## config.mk

```make
export PLATFORM = sky130hd
export DESIGN_NAME = flappy_game_ctrl
export DESIGN_NICKNAME = d
export VERILOG_FILES = /design/src/rtl/flappy_game_ctrl_pkg.sv /design/src/rtl/flappy_collide.sv /design/src/rtl/flappy_game_ctrl.sv
export SDC_FILE = /design/constraint.sdc
export NUM_CORES = 1
export LEC_CHECK = 0
export CORE_MARGIN = 1
export CORE_UTILIZATION = 48
export DETAILED_ROUTE_END_ITERATION = 10
export PLACE_DENSITY = 0.87
export SYNTH_ARGS = -nofsm -noshare
export SYNTH_HDL_FRONTEND = slang
export SYNTH_SLANG_ARGS = --single-unit
```

## constraint.sdc

```tcl
create_clock -name clk -period 2.5 [get_ports clk]
set_clock_uncertainty 0.2 [all_clocks]
set_input_delay 0.5 -clock clk [delete_from_list [all_inputs] [get_ports clk]]
set_output_delay 0.5 -clock clk [all_outputs]
set_load 0.005 [all_outputs]
```

## src/rtl/flappy_game_ctrl_pkg.sv

```systemverilog
// Shared definitions for the flappy game-flow controller: state encoding,
// geometry constants shared with the bird block, and the BCD score helper.
package flappy_game_ctrl_pkg;

    typedef enum logic [1:0] {
        ST_IDLE  = 2'd0,
        ST_PLAY  = 2'd1,
        ST_DYING = 2'd2,
        ST_OVER  = 2'd3
    } state_e;

    localparam logic [9:0] BIRD_X       = 10'd120;
    localparam logic [9:0] BIRD_SIZE    = 10'd48;
    localparam logic [9:0] PIPE_W       = 10'd64;
    localparam logic [8:0] GAP_H        = 9'd144;
    localparam logic [8:0] GROUND_Y     = 9'd416;
    localparam logic [8:0] SCREEN_H     = 9'd480;
    localparam logic [5:0] DEATH_FRAMES = 6'd30;
    localparam logic [7:0] BCD_MAX      = 8'h99;

    // Two-digit BCD increment that sticks at 99.
    function automatic logic [7:0] bcd_inc(input logic [7:0] v);
        logic [7:0] r;
        if (v == BCD_MAX) begin
            r = v;
        end else if (v[3:0] == 4'd9) begin
            r = {v[7:4] + 4'd1, 4'd0};
        end else begin
            r = {v[7:4], v[3:0] + 4'd1};
        end
        return r;
    endfunction

endpackage

```

## src/rtl/flappy_collide.sv

```systemverilog
// Combinational bird-vs-pipe/ground/ceiling hit test and pipe-passed test.
// All arithmetic is done 11 bits wide so no sum can wrap.
module flappy_collide
    import flappy_game_ctrl_pkg::*;
(
    input  logic [8:0] bird_y,
    input  logic [9:0] pipe_x,
    input  logic [8:0] gap_y,
    input  logic [9:0] px_prev,
    output logic       hit,
    output logic       passed
);

    localparam logic [10:0] BIRD_L = {1'b0, BIRD_X};
    localparam logic [10:0] BIRD_R = {1'b0, BIRD_X + BIRD_SIZE};
    localparam logic [10:0] SIZE_W = {1'b0, BIRD_SIZE};
    localparam logic [10:0] PIPE_WW = {1'b0, PIPE_W};
    localparam logic [10:0] GAP_HW = {2'b00, GAP_H};
    localparam logic [10:0] GROUND_W = {2'b00, GROUND_Y};
    localparam logic [10:0] SCREEN_W = {2'b00, SCREEN_H};

    logic [10:0] by, gy, px, pp;
    logic [10:0] bird_bot, pipe_r, prev_r, gap_bot;
    logic        hx, hv;

    // Overlap tests on zero-extended operands.
    always_comb begin
        by       = {2'b00, bird_y};
        gy       = {2'b00, gap_y};
        px       = {1'b0, pipe_x};
        pp       = {1'b0, px_prev};
        bird_bot = by + SIZE_W;
        pipe_r   = px + PIPE_WW;
        prev_r   = pp + PIPE_WW;
        gap_bot  = gy + GAP_HW;
        hx       = (px < BIRD_R) && (pipe_r > BIRD_L);
        hv       = (by < gy) || (bird_bot > gap_bot);
        hit      = (hx && hv) || (bird_bot >= GROUND_W) || (by >= SCREEN_W);
        // pipe_x < px_prev filters out the upward jump on respawn
        passed   = (prev_r > BIRD_L) && (pipe_r <= BIRD_L) && (px < pp);
    end

endmodule

```

## src/rtl/flappy_game_ctrl.sv

```systemverilog
// Frame-paced game-flow controller (IDLE/PLAY/DYING/OVER) with BCD score.
// Optional feature: define HIGH_SCORE_EN to keep a best-score register.
// Handshake note: START is a level; only its registered rising edge
// (start_pe_q, one clk wide) advances the FSM, there is no ready side.
module flappy_game_ctrl
    import flappy_game_ctrl_pkg::*;
(
    input  logic       clk,
    input  logic       RESET_n,
    input  logic       fresh,
    input  logic       START,
    input  logic [8:0] bird_y,
    input  logic [9:0] pipe_x,
    input  logic [8:0] gap_y,
    output logic       game_status,
    output logic       Lose,
    output logic [7:0] score,
    output logic [7:0] best,
    output logic [1:0] dbg_state
);

    state_e     state_q, state_d;
    logic       fresh_q, fresh_d;
    logic       eval_q, eval_d;
    logic       start_q, start_d;
    logic       start_pe_q, start_pe_d;
    logic [5:0] dcnt_q, dcnt_d;
    logic [7:0] score_q, score_d;
    logic [9:0] px_prev_q, px_prev_d;
    logic       gs_q, gs_d;
    logic       lose_q, lose_d;
    logic [7:0] best_q, best_d;
    logic       frame_tick;
    logic       hit, passed;

    assign frame_tick = fresh_q & ~fresh;

    flappy_collide u_collide (
        .bird_y (bird_y),
        .pipe_x (pipe_x),
        .gap_y  (gap_y),
        .px_prev(px_prev_q),
        .hit    (hit),
        .passed (passed)
    );

    // Next-state logic: edge detectors, FSM, score and death counter.
    always_comb begin
        fresh_d    = fresh;
        eval_d     = frame_tick;
        start_d    = START;
        start_pe_d = START & ~start_q;
        px_prev_d  = eval_q ? pipe_x : px_prev_q;
        state_d    = state_q;
        dcnt_d     = dcnt_q;
        score_d    = score_q;
        best_d     = best_q;
        case (state_q)
            ST_IDLE: begin
                if (start_pe_q) begin
                    state_d = ST_PLAY;
                    score_d = 8'h00;
                end
            end
            ST_PLAY: begin
                if (eval_q) begin
                    if (hit) begin
                        state_d = ST_DYING;
                        dcnt_d  = 6'd0;
`ifdef HIGH_SCORE_EN
                        best_d  = (score_q > best_q) ? score_q : best_q;
`endif
                    end else if (passed) begin
                        score_d = bcd_inc(score_q);
                    end
                end
            end
            ST_DYING: begin
                if (frame_tick) begin
                    if (dcnt_q == DEATH_FRAMES - 6'd1) begin
                        state_d = ST_OVER;
                    end else begin
                        dcnt_d = dcnt_q + 6'd1;
                    end
                end
            end
            ST_OVER: begin
                if (start_pe_q) begin
                    state_d = ST_IDLE;
                end
            end
            default: state_d = ST_IDLE;
        endcase
        gs_d   = (state_d == ST_PLAY);
        lose_d = (state_d == ST_DYING) || (state_d == ST_OVER);
    end

    // State registers, all cleared by the asynchronous reset.
    always_ff @(posedge clk or negedge RESET_n) begin
        if (!RESET_n) begin
            state_q    <= ST_IDLE;
            fresh_q    <= 1'b0;
            eval_q     <= 1'b0;
            start_q    <= 1'b0;
            start_pe_q <= 1'b0;
            dcnt_q     <= 6'd0;
            score_q    <= 8'h00;
            px_prev_q  <= 10'd0;
            gs_q       <= 1'b0;
            lose_q     <= 1'b0;
        end else begin
            state_q    <= state_d;
            fresh_q    <= fresh_d;
            eval_q     <= eval_d;
            start_q    <= start_d;
            start_pe_q <= start_pe_d;
            dcnt_q     <= dcnt_d;
            score_q    <= score_d;
            px_prev_q  <= px_prev_d;
            gs_q       <= gs_d;
            lose_q     <= lose_d;
        end
    end

`ifdef HIGH_SCORE_EN
    // Best score survives games and clears only on reset.
    always_ff @(posedge clk or negedge RESET_n) begin
        if (!RESET_n) begin
            best_q <= 8'h00;
        end else begin
            best_q <= best_d;
        end
    end
`else
    assign best_q = 8'h00;
`endif

    assign game_status = gs_q;
    assign Lose        = lose_q;
    assign score       = score_q;
    assign best        = best_q;
    assign dbg_state   = state_q;

endmodule
```

==> results of run 1 <==
==> timing repair <==
action | in CTS | in global routing
pin swaps | 36 | 19
buffers inserted | 13 | 4
gates cloned | 1 | 0
gates resized for setup | 80 | 33
endpoints found under the setup margin | 17 | 17
hold buffers | 0 | 0
==> final timing paths <==
check | end | slack (ns) | cells past startpoint
setup reg to reg | score[3] | -0.01 | 9
hold / removal | start_pe_q | 0.20 | 1
max in group asynchronous | dbg_state[1] | 1.41 | 2
hold reg to reg | start_pe_q | 0.20 | 1
setup / recovery | dcnt_q[5] | -0.37 | 10
min in group asynchronous | px_prev_q[5] | 0.39 | 2
==> sequential cells by signal, summed over array words and instances (netlist names) <==
signal and count:
start_pe_q 1, score 8, px_prev_q 10, dbg_state 2, game_status 1, fresh_q 1
eval_q 1, dcnt_q 6, start_q 1
==> layout make-up <==
| cell class | instances | share of cell area |
|---|---|---|
| clock buffer | 6 | 0.0196 |
| clock inverter | 2 | 0.00831 |
| inverter | 34 | 0.0324 |
| multi-input combinational | 249 | 0.505 |
| sequential | 31 | 0.184 |
| tap | 72 | 0.0214 |
| timing repair buffer | 111 | 0.230 |
==> per-layer routing <==
layer	global-route usage	share of wire
met2	0.527	0.52
met1	0.299	0.37
met3	0.0558	0.056
met4	0.137	0.056
met5	0	0
==> where the power goes <==
part           internal, uW  total [uW]  switching [uW]
registers               589         685            96.0
clock network           322         535             213
logic                   606        1280             678
==> placed cells by master, fill, tap and decap left out, types with 4 or more instances in the layout <==
| cell | n |
|---|---|
| dlygate4sd2_1 | 6 |
| conb_1 | 8 |
| a21oi_1 | 8 |
| xnor2_1 | 4 |
| buf_6 | 13 |
| nand2_1 | 29 |
| ha_1 | 38 |
| nor2_1 | 11 |
| inv_1 | 29 |
| nand4_1 | 6 |
| clkdlybuf4s50_1 | 25 |
| o21ai_0 | 20 |
| buf_4 | 57 |
| clkbuf_8 | 6 |
| dfrtp_1 | 31 |
| o211ai_1 | 4 |
| a21o_1 | 4 |
| nand2b_1 | 6 |
| nand3_1 | 12 |
| nor3b_1 | 5 |
==> synthesized netlist by cell type, types with 2 or more instances <==
library cell  number
a211oi_1           3
a21o_1             4
a21oi_1           11
a22o_1             3
a31o_2             2
and3_1             2
and4b_1            2
buf_4              9
clkbuf_1           5
dfrtp_1           31
ha_1              44
inv_1             34
nand2_1           31
nand2b_1           6
nand3_1           14
nand3_2            2
nand3b_1           2
nand4_1            6
nor2_1            13
nor2b_1            2
nor3_1             4
nor3b_1            5
nor4_1             8
o2111ai_1          3
o211ai_1           4
o21a_1             3
o21ai_0           23
o21bai_1           2
o31ai_1            2
or2_1              2
or2_2              2
or4_1              3
xnor2_1            5
==> cell families after synthesis <==
family | after synthesis | share of synthesized area
xor+xnor | 6 | 0.0188
mux | 1 | 0.00402
fa+ha+maj | 44 | 0.197
other cells | 1 | 0.00134
flops | 31 | 0.277
simple gates | 111 | 0.218
compound gates | 78 | 0.207
buf+inv | 48 | 0.0765
==> stage by stage <==
stage	std cells	instance area (um2)	util
finish	505	4220	0.756
global route	505	4220	0.756
CTS	502	4060	0.728
detailed placement	481	3680	0.661
global placement	481	3680	0.661
floorplan	327	2850	-
==> worst max-delay path: stages <==
cell and delay, ns:
clkdlybuf4s50_1 0.47, ha_1 0.33, o21ai_0 0.27, a21oi_2 0.09
nor4_4 0.20, o311ai_2 0.17, a31oi_2 0.29, buf_4 0.17
o211ai_1 0.10, o31ai_1 0.27
==> run_results.csv, run 1 <==
group,metric,value,unit
clocking,clk_pin_slew_worst_paths,0.07,ns
setup_path,end_kind,"register",
floorplan,pin_count,52,
clocking,cts_root_buffer,"clkbuf_8",
sta,slew_violations,0,
yosys,synthFlopType,"dfrtp_1",
yosys,ys_ff_latch,31,
cells_and_area,drive_above_1_share,0.323,
placed_design,pre_cts_ws,-0.987,ns
drt,viasPerCell,6.01,
sta,hold_viol_final,0,
cells_and_area,regArea,776,um2
setup_path,path_max_fanout,4,
floorplan,die_y,78.3,um
status,status,"complete, but fails checks",
cells_and_area,nFillCells,360,
setup_path,cp.required,2.50,ns
setup_path,arrival,2.87,ns
clocking,cts_tree,"done",
drt,first_iter_violations,216,
yosys,syn_inst,320,
setup_path,critPathKind,"input pin to register",
yosys,yosysSeqAreaShare,0.277,
yosys,ys_types,61,
global_routing,track_usage,0.282,
sta,tns,-2.74,ns
drt,wl_per_cell,18.0,um
clocking,clk_path_buf_depth,2,
floorplan,num_rows,27,
yosys,synth_area_leaders,"dfrtp_1, ha_1, inv_1",
placed_design,place_hpwl,5430,um
min_path,hp-start,"start_q",
drt,drt-total-wl,9090,um
yosys,synth_top_area_share,0.277,
floorplan,initial_core_util,0.502,
yosys,async_flop_share,1.00,
floorplan,core-area,0.00557,mm2
clocking,cts_sinks,31,
global_routing,grt_pass1_wl,13300,um
pwr,leakage,0.00196,uW
yosys,yosys.area.top_type,"dfrtp_1",
drt,drc,0,
global_routing,gr-total-overflow,0,
cells_and_area,fin_nets,508,
cells_and_area,antenna_cells,0,
drt,drtPass1Iterations,5,
pwr,power_density,594,mW/mm2
global_routing,grt_max_degree,32,
sta,setup_slack,-0.372,ns
yosys,synth_edf_count,0,
status,violations,"negative setup slack",
floorplan,die_area,0.00614,mm2
clocking,numCtsBuffers,5,
setup_path,rr_startpoint,"px_prev_q[9]",
global_routing,grt_pass1_vias,2961,
min_path,min_path_type,"register to register",
setup_path,crit_path_start,"bird_y[2]",
run,drv_cap,0,
yosys,yosysWarnings,0,
drt,antenna_left,0,
clocking,htree_levels,2,
placed_design,port_buffers,43,
cells_and_area,multi_input_area,0.00213,mm2
sta,max_freq,348,MHz
pwr,p_total,2500,uW
clocking,insertion_delay,0.30,ns
global_routing,antenna_found_initial,0,
sta,rsz0062_at_grt,"true",
sta,min_period,2.87,ns
drt,vias,3034,
cells_and_area,area.growth.synth_to_final,50.7,%
sta,whs,0.201,ns
sta,setup_viol,13,
floorplan,die_w,78.3,um
placed_design,gp_routability_congestion,0.874,
pwr,ir_drop,324,uV
setup_path,critPathLaunchType,"input pin",
yosys,synth_area_per_cell,8.74,um2
yosys,syn_area,0.00280,mm2
sta,final.period_utilization,1.15,
Note: power is estimated with default switching activity, not from simulation.
==> inputs of run 2 (changes only) <==
Settings changed: CAP_MARGIN set to 20.
==> results of run 2 <==
No change in the layout: final DEF, timing and power equal those of run 1.
==> inputs of run 3 (changes only) <==
Settings changed: ABC_AREA set to 1.
==> run_results.csv, run 3 <==
group,metric,value,unit
cells_and_area,mostFrequentLayoutCell,"nand2_1",
drt,dr_wl_met2,4080,um
cells_and_area,final_cell_mix,"nand2_1, inv_1, ha_1",
global_routing,grt_max_degree,32,
setup_path,critPathKind,"input pin to register",
pwr,ir_drop,394,uV
drt,drtPass1Iterations,4,
cells_and_area,fin_nets,524,
clocking,numCtsBuffers,5,
floorplan,pin_count,52,
setup_path,critPathLaunchType,"input pin",
yosys,yosysWarnings,0,
cells_and_area,antenna_cells,0,
clocking,cts_tree,"done",
placed_design,gp_routability_congestion,0.855,
pwr,leakage,0.00198,uW
sta,max_freq,386,MHz
clocking,cts_sinks,31,
setup_path,path_buf_inv,2,
setup_path,cpMostUsedCell,"nand2_1",
clocking,htree_levels,2,
yosys,synth_area_per_cell,7.49,um2
setup_path,path_max_fanout,2,
drt,vias,2787,
drt,highest-signal-layer,"met4",
pwr,p_total,2410,uW
setup_path,crit_family,"simple AND/OR/NAND/NOR gates",
status,violations,"negative setup slack",
run,drv_cap,0,
setup_path,cp_slowest_stage_delay,0.26,ns
sta,slew_violations,0,
drt,first_iter_violations,188,
floorplan,num_rows,27,
min_path,min_path_type,"register to register",
yosys,yosys-top-cells-count,"nand2_1, inv_1, ha_1",
cells_and_area,drive_above_1_share,0.274,
cells_and_area,largest_reg_flops,10,
yosys,synth_area_leaders,"dfrtp_1, ha_1, nand2_1",
yosys,synth_edf_count,0,
yosys,yosysSeqAreaShare,0.278,
global_routing,grt_pass1_vias,2553,
clocking,cts_root_buffer,"clkbuf_8",
min_path,min_path_cells,1,
yosys,ys_ff_latch,31,
status,status,"complete, but fails checks",
placed_design,dp_cells,509,
floorplan,die_y,78.2,um
drt,wl_per_cell,14.8,um
clocking,clk_path_buf_depth,2,
sta,slew_headroom,0.657,
pwr,power_density,618,mW/mm2
clocking,hold_buffers,0,
setup_path,end_kind,"register",
drt,wl_met3,361,um
clocking,clk_pin_slew_worst_paths,0.06,ns
drt,drc,0,
yosys,synthFlopType,"dfrtp_1",
sta,rsz0062_at_grt,"true",
cells_and_area,area.growth.synth_to_final,39.8,%
setup_path,cp.required,2.51,ns
clocking,insertion_delay,0.30,ns
sta,worstMarginPinSlew,0.514,ns
cells_and_area,fin_cells,521,
drt,met1_length,2960,um
floorplan,die_w,78.2,um
setup_path,ff2ff_path_depth,7,
global_routing,antenna_found_initial,0,
sta,final.period_utilization,1.04,
drt,viasPerCell,5.35,
sta,min_period,2.59,ns
floorplan,initial_core_util,0.503,
sta,setup_viol,10,
drt,antenna_left,0,
setup_path,slowest_stage,"ha_4",
placed_design,pre_cts_ws,-0.692,ns
yosys,yosysMostFrequentCell,"nand2_1",
drt,drt-total-wl,7740,um
placed_design,port_buffers,43,
placed_design,place_hpwl,4770,um
yosys,async_flop_share,1.00,
setup_path,path_cells,"buf_2, ha_4, a21oi_4, xor2_2, ha_4, nand3_2, nand2_2, nor2_2, nand3_2, nand2_1, nand2_1, nand2_1, nand2_2, nand2_2, buf_6, nand3_1, nand2_1, nand2_1, nor2_1",
global_routing,track_usage,0.223,
floorplan,core-area,0.00554,mm2
sta,setup_slack,-0.0898,ns
cells_and_area,largest_register,"px_prev_q",
yosys,synth_top_area_share,0.278,
floorplan,die_area,0.00612,mm2
setup_path,arrival,2.60,ns
global_routing,grt_pass1_wl,11000,um
global_routing,gr-total-overflow,0,
yosys,yosys.area.top_type,"dfrtp_1",
yosys,syn_area,0.00279,mm2
sta,hold_viol_final,0,
yosys,ys_types,32,
yosys,syn_inst,372,
setup_path,path_depth,19,
==> run 3: area by class of cell <==
| class | count | area [um2] |
|---|---|---|
| Fill cell | 401 | 1640 |
| Tap cell | 72 | 90.1 |
| Clock buffer | 8 | 100 |
| Inverter | 58 | 223 |
| Timing Repair Buffer | 75 | 696 |
| Sequential cell | 31 | 776 |
| Multi-Input combinational cell | 277 | 2010 |
==> run 3: path summary, 6_finish.rpt <==
kind | startpoint | end | slack, ns
max | gap_y[4] | game_status | -0.09
min | start_q | start_pe_q | 0.20
max reg2reg | dbg_state[1] | score[7] | 0.11
min reg2reg | start_q | start_pe_q | 0.20
max in group asynchronous | RESET_n | px_prev_q[7] | 1.40
min in group asynchronous | RESET_n | score[5] | 0.40
==> run 3: through the flow <==
step / hold WS (ns) / TNS [ns] / utilization / area, um2
5_1_grt: 0.205 / -2.24 / 0.703 / 3900
2_1_floorplan: 0.00441 / 0 / - / 2830
3_3_place_gp: 0.180 / -8.93 / 0.626 / 3470
3_5_place_dp: 0.186 / -10.68 / 0.626 / 3470
4_1_cts: 0.195 / -0.00738 / 0.655 / 3630
6_report: 0.196 / -0.278 / 0.703 / 3900
==> run 3: worst reg2reg max path, cell delays in order, from the launching register on <==
cell and delay (ns):
dfrtp_1 0.45, inv_1 0.17, ha_1 0.43, nand2_1 0.16, a221oi_2 0.51, nand4_4 0.20, nand2_1 0.10, o21ai_1 0.06
==> run 3: cell families (layout without fill, tap and decap cells) <==
family                     Yosys count  count (layout)  share of synthesized area
and+or+nand+nor                    161             161                      0.263
xor gates and xnor gates            12              12                     0.0404
AOI/OAI and AO/OA                   52              52                      0.109
buffers and inverters               71             141                      0.110
adders and majority gates           44              44                      0.197
DFF                                 31              31                      0.278
other                                1               8                    0.00135
==> run 3: report_power, final <==
group / leakage [uW] / switching, uW / internal [uW] / total (uW)
Sequential: 0.000401 / 93.3 / 582 / 676
Combinational: 0.00153 / 723 / 559 / 1280
Clock: 0.0000515 / 199 / 251 / 451
==> run 3: repair_timing <==
| action | CTS | global route |
|---|---|---|
| setup buffers | 1 | 3 |
| setup endpoints to repair | 17 | 17 |
| gates cloned | 0 | 0 |
| hold endpoints to repair | 0 | 0 |
| resized for setup | 44 | 69 |
| pin swaps | 15 | 26 |
==> run 3: metal layers <==
metal,vias up,global-route usage
met5,-,0
met4,0,0.0593
met3,30,0.0419
met2,107,0.405
met1,1319,0.268
li1,1331,-
